## src/rtl/fetch_unit_pkg.sv

```systemverilog
// Shared constants and types for the instruction-fetch stage.
package fetch_unit_pkg;

    localparam logic [3:0]  OP_SPECIAL   = 4'h0;
    localparam logic [3:0]  FUNC_NOTHING = 4'hF;

    // Harmless no-op that decode treats as "nothing to do".
    localparam logic [31:0] BUBBLE_INST  = {OP_SPECIAL, 24'b0, FUNC_NOTHING};

    typedef enum logic [1:0] {
        F_IDLE,
        F_RUN,
        F_WAIT,
        F_HALT
    } fetch_state_t;

endpackage

```

## src/rtl/fetch_unit.sv

```systemverilog
// Instruction-fetch stage: owns the PC, drives the synchronous instruction BRAM
// and hands one {pc, inst} pair per cycle to decode (static predict-not-taken).
module fetch_unit
    import fetch_unit_pkg::*;
#(
    parameter logic [31:0] RESET_PC = 32'h0,
    parameter int          IMEM_AW  = 15
) (
    input  logic               clk,
    input  logic               rstn,
    input  logic               start,
    output logic [IMEM_AW-1:0] imem_addr,
    input  logic [31:0]        imem_rdata,
    output logic [31:0]        pc,
    output logic [31:0]        inst,
    input  logic               dec_jump,
    input  logic               dec_is_jr,
    input  logic [31:0]        dec_npc,
    input  logic               dec_stop,
    input  logic [4:0]         dec_wait_time,
    input  logic               ex_redirect,
    input  logic [31:0]        ex_target,
    output logic               halted,
    output logic [31:0]        fetch_count
);

    fetch_state_t state;
    logic [31:0]  fpc;
    logic         live;
    logic [4:0]   cnt;
    logic [31:0]  next_fpc;
    logic         deliver;

    // A taken branch in execute kills whatever is sitting in fetch this cycle.
    assign deliver   = (state == F_RUN) && live && !ex_redirect;
    assign inst      = deliver ? imem_rdata : BUBBLE_INST;
    assign pc        = fpc;
    assign halted    = (state == F_HALT);
    assign imem_addr = next_fpc[IMEM_AW+1:2];

    always_comb begin
        next_fpc = fpc;
        case (state)
            F_IDLE: next_fpc = RESET_PC;
            F_RUN: begin
                if (ex_redirect)
                    next_fpc = ex_target;
                else if (live && dec_stop)
                    next_fpc = fpc;
                else if (live && (dec_jump || dec_is_jr))
                    next_fpc = dec_npc;
                else
                    next_fpc = fpc + 32'd4;
            end
            F_WAIT: begin
                if (ex_redirect)
                    next_fpc = ex_target;
            end
            default: next_fpc = fpc;
        endcase
    end

    // WAIT keeps re-reading the same word so it is on the bus when RUN resumes.
    always_ff @(posedge clk) begin
        if (!rstn) begin
            state       <= F_IDLE;
            fpc         <= RESET_PC;
            live        <= 1'b0;
            cnt         <= 5'd0;
            fetch_count <= 32'd0;
        end else begin
            case (state)
                F_IDLE: begin
                    if (start) begin
                        fpc   <= RESET_PC;
                        live  <= 1'b1;
                        state <= F_RUN;
                    end
                end
                F_RUN: begin
                    fpc  <= next_fpc;
                    live <= 1'b1;
                    if (deliver)
                        fetch_count <= fetch_count + 32'd1;
                    if (deliver && dec_stop) begin
                        state <= F_HALT;
                    end else if (deliver && (dec_wait_time != 5'd0)) begin
                        cnt   <= dec_wait_time;
                        state <= F_WAIT;
                    end
                end
                F_WAIT: begin
                    fpc <= next_fpc;
                    if (ex_redirect) begin
                        cnt   <= 5'd0;
                        state <= F_RUN;
                    end else begin
                        cnt <= cnt - 5'd1;
                        if (cnt == 5'd1)
                            state <= F_RUN;
                    end
                end
                default: begin
                    state <= F_HALT;
                end
            endcase
        end
    end

endmodule
```

## config.mk

```make
export PLATFORM = sky130hd
export DESIGN_NAME = fetch_unit
export DESIGN_NICKNAME = d
export VERILOG_FILES = /design/src/rtl/fetch_unit_pkg.sv /design/src/rtl/fetch_unit.sv
export SDC_FILE = /design/constraint.sdc
export NUM_CORES = 1
export LEC_CHECK = 0
export CORE_MARGIN = 2
export CORE_UTILIZATION = 44
export DETAILED_ROUTE_END_ITERATION = 8
export GPL_TIMING_DRIVEN = 0
export PLACE_DENSITY = 0.81
export SLEW_MARGIN = 5
export SYNTH_ARGS = -nofsm -noshare
export SYNTH_HDL_FRONTEND = slang
export SYNTH_SLANG_ARGS = --single-unit
```

## constraint.sdc

```tcl
create_clock -name clk -period 3.16 [get_ports clk]
set_clock_uncertainty 0.05 [all_clocks]
set_input_delay 0.632 -clock clk [delete_from_list [all_inputs] [get_ports clk]]
set_output_delay 0.632 -clock clk [all_outputs]
set_load 0.05 [all_outputs]
```

# Word level (Yosys, flattened, before mapping)
# Cells that the tools add are included.
# word_totals
out_inout_bits,112
elab_cells,61
inputBits,108
romBits,0
reg_bits,72
n_memories,0
ramBits,0
latchBits,0
# classes
magnitude_cmp,0
shifts,0
eq_ne,11
mux,20
n_mul,0
reduce_logical,21
n_addsub,3
n_div,0
bitwise,0
# ops
cell,n
32-bit 2-to-1 mux,6
32-bit case mux with 3 select lines,1
32-bit case mux with 2 select lines,1
"32-bit by 1-bit adder with 32-bit output, second input constant",1
"32-bit by 3-bit adder with 32-bit output, second input constant",1
5-bit 2-to-1 mux,3
2-bit 2-to-1 mux,5
5-bit case mux with 2 select lines,1
1-bit logical AND,6
"3-bit != test, second input constant",2
2-bit case mux with 3 select lines,1
2-bit AND reduction,3
3-bit AND reduction,2
2-bit nonzero test,3
"5-bit by 1-bit equality test with 1-bit output, second input constant",1
5-bit AND reduction,1
5-bit nonzero test,1
"5-bit by 1-bit subtractor with 5-bit output, second input constant",1
"2-bit equality test, second input constant",2
"2-bit != test, second input constant",2
"4-bit != test, second input constant",1
"3-bit by 1-bit != test with 1-bit output, second input constant",1
3-bit nonzero test,1
"2-bit by 1-bit equality test with 1-bit output, second input constant",1
7 further kinds,7

# Logic depth before layout (Yosys ltp)
# Gate-level depths: netlist (run 1).
# logic_depth
word_depth,7
mapped_depth,9
ltp_nobuf,7

# Least setup slack after synthesis (run 1)
# No wires, ideal clock.
# synth_timing
kind,register to output
start,register state[0]
end,output imem_addr[14]
arrival_time_ns,2.981
stages_incl_launch_ff,7
t_required_ns,2.478
path_buffers,3
slack_ns,-0.503
path_cell_list,dfxtp_1 > ha_1 > clkbuf_1 > buf_1 > clkbuf_1 > a31oi_1 > o21ai_0
# synth_via
elab_chain_len,2
elab_cells_between_ends,4
classes_between,eq/ne (2); mux (1); reduce/logical (1)
# synth_rtl
item,line_no,text
from (decl),fetch_unit.sv:27,fetch_state_t state;
from (signal assigned),fetch_unit.sv:66,state <= F_IDLE;
from (signal assigned),fetch_unit.sv:77,state <= F_RUN;
from (signal assigned),fetch_unit.sv:86,state <= F_HALT;
"2-bit equality test, or another cell as far along",fetch_unit.sv:43,case (state)
32-bit case mux with 3 select lines (*),fetch_unit.sv:43,
to (decl),fetch_unit.sv:12,"output logic [IMEM_AW-1:0] imem_addr,"
# Every way passes the cells marked *; elsewhere a longest branch is shown, timed or not.

# Worst setup path in the final report (run 1)
# layout_timing
start,register fpc[6] (netlist: pc[6])
end,output imem_addr[14]
# layout_via
elab_chain_len,5
# layout_rtl
item,line_no,text
from (decl),fetch_unit.sv:28,logic [31:0] fpc;
from (signal assigned),fetch_unit.sv:81,fpc <= next_fpc;
from (signal assigned),fetch_unit.sv:93,fpc <= next_fpc;
32-bit by 3-bit adder with 32-bit output,fetch_unit.sv:53,next_fpc = fpc + 32'd4;
32-bit 2-to-1 mux,fetch_unit.sv:50,else if (live && (dec_jump || dec_is_jr))
32-bit 2-to-1 mux,fetch_unit.sv:48,else if (live && dec_stop)
32-bit 2-to-1 mux,fetch_unit.sv:46,if (ex_redirect)
32-bit case mux with 3 select lines,fetch_unit.sv:43,
# Every way passes these cells. The select of a mux whose other input is x is not followed.

==> results of run 1 <==
## how the worst max path moves through the flow
stage | startpoint | end
after global routing | pc[2] | imem_addr[14]
after CTS | pc[6] | imem_addr[14]
final | pc[6] | imem_addr[14]
after detailed placement | dec_is_jr | imem_addr[10]
after floorplan | pc[2] | imem_addr[14]
after global placement | dec_is_jr | imem_addr[10]
## layout make-up
type | instances | area, um^2
Inverter | 28 | 110
Timing Repair Buffer | 221 | 2000
Sequential cell | 72 | 1450
Tap cell | 168 | 210
Clock inverter | 4 | 73.8
Fill cell | 1038 | 3800
Clock buffer | 12 | 267
Buffer | 55 | 328
Multi-Input combinational cell | 593 | 3820
## synth_stat cells (all sizes together), types with 9 or more instances
cell type   n  share of area (%)
nor3       18                1.7
dfxtp      72                 26
or3        12                1.4
nand2      77                5.3
xor2       15                2.4
buf        14                1.3
a21oi      45                4.1
nand3      33                3.0
a211oi     19                2.6
xnor2      15                2.4
nor2       66                4.5
clkbuf     43                3.0
o22ai       9                1.0
inv        25                1.7
nor4       11                1.3
nand4      24                3.1
and4        9                1.5
o211ai      9                1.2
nand2b     10                1.1
and3       10                1.1
and2       36                4.1
o21ai      46                4.2
## state kept, by name, indices dropped and copies added (netlist names)
| signal | count |
|---|---|
| state | 2 |
| live | 1 |
| pc | 32 |
| cnt | 5 |
| fetch_count | 32 |
## power groups by stage
stage	clock network (mW)	logic, mW	registers, mW
2_1_floorplan	0	1.69	1.19
4_1_cts	1.19	2.71	1.08
6_report	1.18	2.84	1.09
3_5_place_dp	0	2.68	1.10
3_3_place_gp	0	2.66	1.10
5_1_grt	1.21	2.99	1.10
## metal layers
| metal | routed length, um | up-vias | GRT usage, % |
|---|---|---|---|
| li1 | - | 3248 | - |
| met5 | 0 | - | 0 |
| met4 | 556 | 0 | 9.88 |
| met1 | 8940 | 3214 | 43.2 |
| met2 | 10100 | 488 | 51.0 |
| met3 | 2500 | 63 | 7.54 |
## repair_timing
action | in CTS | in global routing
hold buffers | 0 | 0
pin swaps | 3 | 4
buffers inserted | 2 | 2
endpoints found under the setup margin | 47 | 42
resized for setup | 251 | 65
## worst max-delay path, cell delays in order (launching register included)
cell and delay [ps]:
dfxtp_1 320, buf_2 200, nand4_4 220, or4_1 530, buf_2 200, o311ai_2 240
nand2_1 120, o21ai_2 110, buf_6 190
## through the flow
stage / power (mW) / util [%]
2_1_floorplan: 2.89 / -
3_3_place_gp: 3.76 / 65.2
3_5_place_dp: 3.78 / 65.2
4_1_cts: 4.98 / 68.9
5_1_grt: 5.31 / 68.5
6_report: 5.10 / 68.5
## cell families (layout without fill, tap and decap cells)
group,after synthesis,count (layout)
multiplexers,6,6
flip-flops,72,72
AO/OA/AOI/OAI,224,224
buffers and inverters,85,320
adder cells (fa/ha/maj),8,8
AND/OR/NAND/NOR,325,325
XOR/XNOR,30,30
==> metrics.txt, run 1 <==
routed vias ~7000; Internal roughly 2.7 mW; CTS Buffer Depth 2; grt ovf 0; Synth cell types 72; Seq pwr share about a fifth; Worst EP arrival roughly 2500 ps; post-synthesis mux area share around 1.2%; Detail Route Antenna Nets 0; crit path launch type flop; # IOs 220; Max Cap Violations 0; number of synthesized flops with an enable pin 0; Worst-Margin Slew roughly 840 ps; Final Max Tran Viols 0; fin nets roughly 1100; register area share after synthesis approximately a quarter; first-pass GRT wire length around 34 mm; final worst slack -1.15 ps; CTS clk-pin slew, worst paths 60 ps; port bufs between 200 and 250; clk sinks slightly above 70; post-route cell area between 8000 and 9000 um^2; Power Dens Cells 618 nW/um^2; Async SR Flop Fraction 0%; Crit path required time between 2000 and 2500 ps; Syn Area/Cell around 7.3 um^2; unrepaired setup endpoints after global routing true; FMAX 316 MHz; final weighted congestion of routability-driven global placement 0.945; antenna violations before repair 0; die area 13300 um^2; final WL between 20 and 25 mm; total clock buffers created by CTS 9; Psw 2.40 mW; chip height 115 um; Clk Tree Root Cell clkbuf_16; placed cells about 1100; CTS tree yes; H-Tree Depth 3; Final Critical Period between 3000 and 4000 ps; maximum VDD drop about 360 uV; Setup Crit Path Kind flop to output port; post-synthesis compound-gate area fraction between 20% and 30%; Synth Area in Adders under 10%; area of the mapped netlist 5450 um^2; Worst setup EP type output port; failing checks setup timing; Fin Hold WS around 410 ps; Clk Latency, worst-skew pair 340 ps; non-filler cells, final about 1200; Synth Register Bits 72; largest net degree at the start of global routing 13; Warnings, synthesis 0; layout overhead on the synthesized area 51.6%; row count 40; commonest non-fill, non-tap cell in the layout clkdlybuf4s50_1; Reg-to-Reg Start state[0]; Post-Syn Nets about 870; Hold Crit Depth 2; Post-Synth XOR/XNOR Area about 4.8%; GRT Overall Usage between 30% and 40%; R2R Setup Slk approximately 200 ps; setup tns final -1.15 ps; fin crit share 100%; routed length per instance about 19 um; Clock Power Share a little under a quarter; router iterations before antenna repair 6; status complete, but fails checks; Post-Synthesis Cells between 700 and 800; r2r endpoint cnt[4]; sw frac a little under half; Area after DPL 7870 um^2; commonest non-fill, non-tap cells in the layout clkdlybuf4s50_1 (167), nand2_1 (76), dfxtp_1 (67), nor2_1 (66), buf_2 (49); R2R cell count 7; Slew headroom a little over two fifths; Initial Utilization between 40 and 50%; ANT cells 0; detailed placer's ending HPWL about 16 mm; Die X-Extent 115 um; Leakage between 3 and 4 nW; fraction of layout cells with a size suffix above 1 ~16%; crit-path max FO 9; # setup viols final 1; Synth Flop Type dfxtp_1; worst hold-check path type flop to flop; vias per cell around 6; hold_sp pc[0]; DRT iter0 DRCs approximately 1100; pre-CTS setup slack -1450 ps; vias in the first global route 6443; Hold Vio Cnt, Final 0; post-synthesis simple-gate area fraction between 30% and 40%; Comb pwr share approximately 56%; DRC Markers 0; Core ar. 12100 um^2; hold endpoint pc[0]; largest family of logic cells by synthesized area simple AND/OR/NAND/NOR gates
No activity file was read; power rests on OpenSTA's default activity.
==> run 2, diff against run 1 <==
Settings changed: SLEW_MARGIN 5 to default.
==> results of run 2 <==
Final layout, timing and power as in run 1 (identical DEF).
==> run 3, diff against run 2 <==
Settings changed: HOLD_SLACK_MARGIN from default to 0.02, REMOVE_ABC_BUFFERS from default to 1.
==> run 3 against run 2 <==
  * Largest cell class unchanged
  * The flow still finishes with violations (setup timing)
  * Sequential share of layout area up 0.25 points
  * Wire length decreased by 10%
  * Register-to-register slack improved by 130 ps
==> metrics.txt, run 3 (synthesis results as in run 1) <==
worst hold-check path type flop to flop; router iterations before antenna repair 5; Leakage ~3.0 nW; Comb pwr share a little over half; Hold Vio Cnt, Final 0; antenna violations before repair 0; vias per cell 6.04; clk sinks ~70; Power Dens Cells a little over 600 nW/um^2; ANT cells 0; Die X-Extent approximately 120 um; Core ar. approximately 12000 um^2; CTS clk-pin slew, worst paths roughly 60 ps; final weighted congestion of routability-driven global placement about 0.9; Fin Hold WS ~410 ps; commonest non-fill, non-tap cell in the layout clkdlybuf4s50_1; Slew headroom about a quarter; fin crit share 104%; chip height 115 um; sw frac 46.2%; commonest non-fill, non-tap cells in the layout clkdlybuf4s50_1 (172), nand2_1 (76), nor2_1 (66), dfxtp_1 (59), a21oi_1 (45); Setup Crit Path Kind flop to output port; Initial Utilization between 40% and 50%; DRT iter0 DRCs 759; setup tns final -112 ps; die area ~13000 um^2; Clock Power Share between 20% and 30%; Psw 2.31 mW; maximum VDD drop 446 uV; layout overhead on the synthesized area 50.7%; unrepaired setup endpoints after global routing true; Worst setup EP type output port; Internal 2.68 mW; detailed placer's ending HPWL 13.4 mm; # setup viols final 1; FMAX 306 MHz; first-pass GRT wire length slightly above 30 mm; Final Critical Period between 3000 and 4000 ps; vias in the first global route ~6100; Clk Tree Root Cell clkbuf_16; Worst EP arrival around 2600 ps; Crit path required time around 2500 ps; final WL roughly 20 mm; routed length per instance 17.9 um; Final Max Tran Viols 0; GRT Overall Usage between 20% and 30%; fin nets about 1100; DRC Markers 0; CTS Buffer Depth 2; Worst-Margin Slew about 1100 ps; port bufs between 200 and 250; status complete, but fails checks; CTS tree yes; pre-CTS setup slack -1830 ps; grt ovf 0; # IOs between 200 and 250; crit path launch type flop; Clk Latency, worst-skew pair approximately 330 ps; final worst slack -112 ps; total clock buffers created by CTS 9; Hold-fix buffers, CTS 0; failing checks setup timing; H-Tree Depth 3; largest net degree at the start of global routing 55; Detail Route Antenna Nets 0; fraction of layout cells with a size suffix above 1 10.1%; row count 40; Seq pwr share between 20 and 25%; crit-path max FO 12; routed vias around 6700; Max Cap Violations 0
run 3: changes by cell type in the layout (fill, tap and decap cells not counted), moves of 5 or more:
| cell | before | now |
|---|---|---|
| dlygate4sd2_1 | 6 | 30 |
| a21oi_2 | 5 | 0 |
| dfxtp_2 | 3 | 10 |
| clkbuf_1 | 16 | 2 |
| buf_2 | 49 | 2 |
| dfxtp_1 | 67 | 59 |
| clkbuf_2 | 9 | 4 |
| clkdlybuf4s50_1 | 167 | 172 |
| clkbuf_4 | 11 | 2 |
| a21oi_1 | 40 | 45 |
run 3: layout make-up:
type / count / area [um^2]
Fill cell: 1024 / 3840
Sequential cell: 72 / 1470
Tap cell: 168 / 210
Multi-Input combinational cell: 595 / 3850
Clock buffer: 12 / 246
Clock inverter: 4 / 76.3
Inverter: 28 / 109
Timing Repair Buffer: 232 / 2260
run 3: critical path, stage by stage (launching register included):
cell and delay (ps):
dfxtp_1 580, nand4_1 230, or4_4 520, o311ai_0 380, nand2_1 120, o21ai_1 170
buf_4 250
run 3: power by group through the flow:
stage | Combinational [mW] | Sequential, mW | Clock, mW
CTS | 2.60 | 1.14 | 1.13
finish | 2.71 | 1.16 | 1.12
global route | 2.89 | 1.17 | 1.17
detailed placement | 2.50 | 1.13 | 0
floorplan | 1.57 | 1.22 | 0
global placement | 2.46 | 1.13 | 0
run 3: timing repair:
| action | CTS | global route |
|---|---|---|
| pin swaps | 2 | 2 |
| resized for setup | 122 | 35 |
| cloned | 2 | 0 |
| setup buffers | 7 | 5 |
| endpoints found under the setup margin | 110 | 21 |
run 3: routing by layer:
layer,share of wire [%],GRT usage (%),up-vias
li1,-,-,3167
met2,47,47.4,385
met3,11,6.01,37
met1,41,37.6,3122
met5,0,0,-
met4,1.6,9.16,0
run 3: per-stage QoR:
step	power, mW	instances	util, %	instance area (um^2)
after floorplan	2.78	693	-	5220
after global placement	3.59	1080	63.2	7620
after detailed placement	3.63	1081	63.3	7630
after CTS	4.86	1106	67.4	8130
after global routing	5.23	1111	68.1	8220
final	4.99	1111	68.1	8220
run 3: worst paths after layout:
check,start,to,slack [ps],depth (start not counted)
hold reg to reg,pc[0],pc[0],410,2
hold / removal,pc[0],pc[0],410,2
setup / recovery,pc[8],imem_addr[14],-110,6
setup reg to reg,state[1],cnt[4],330,6
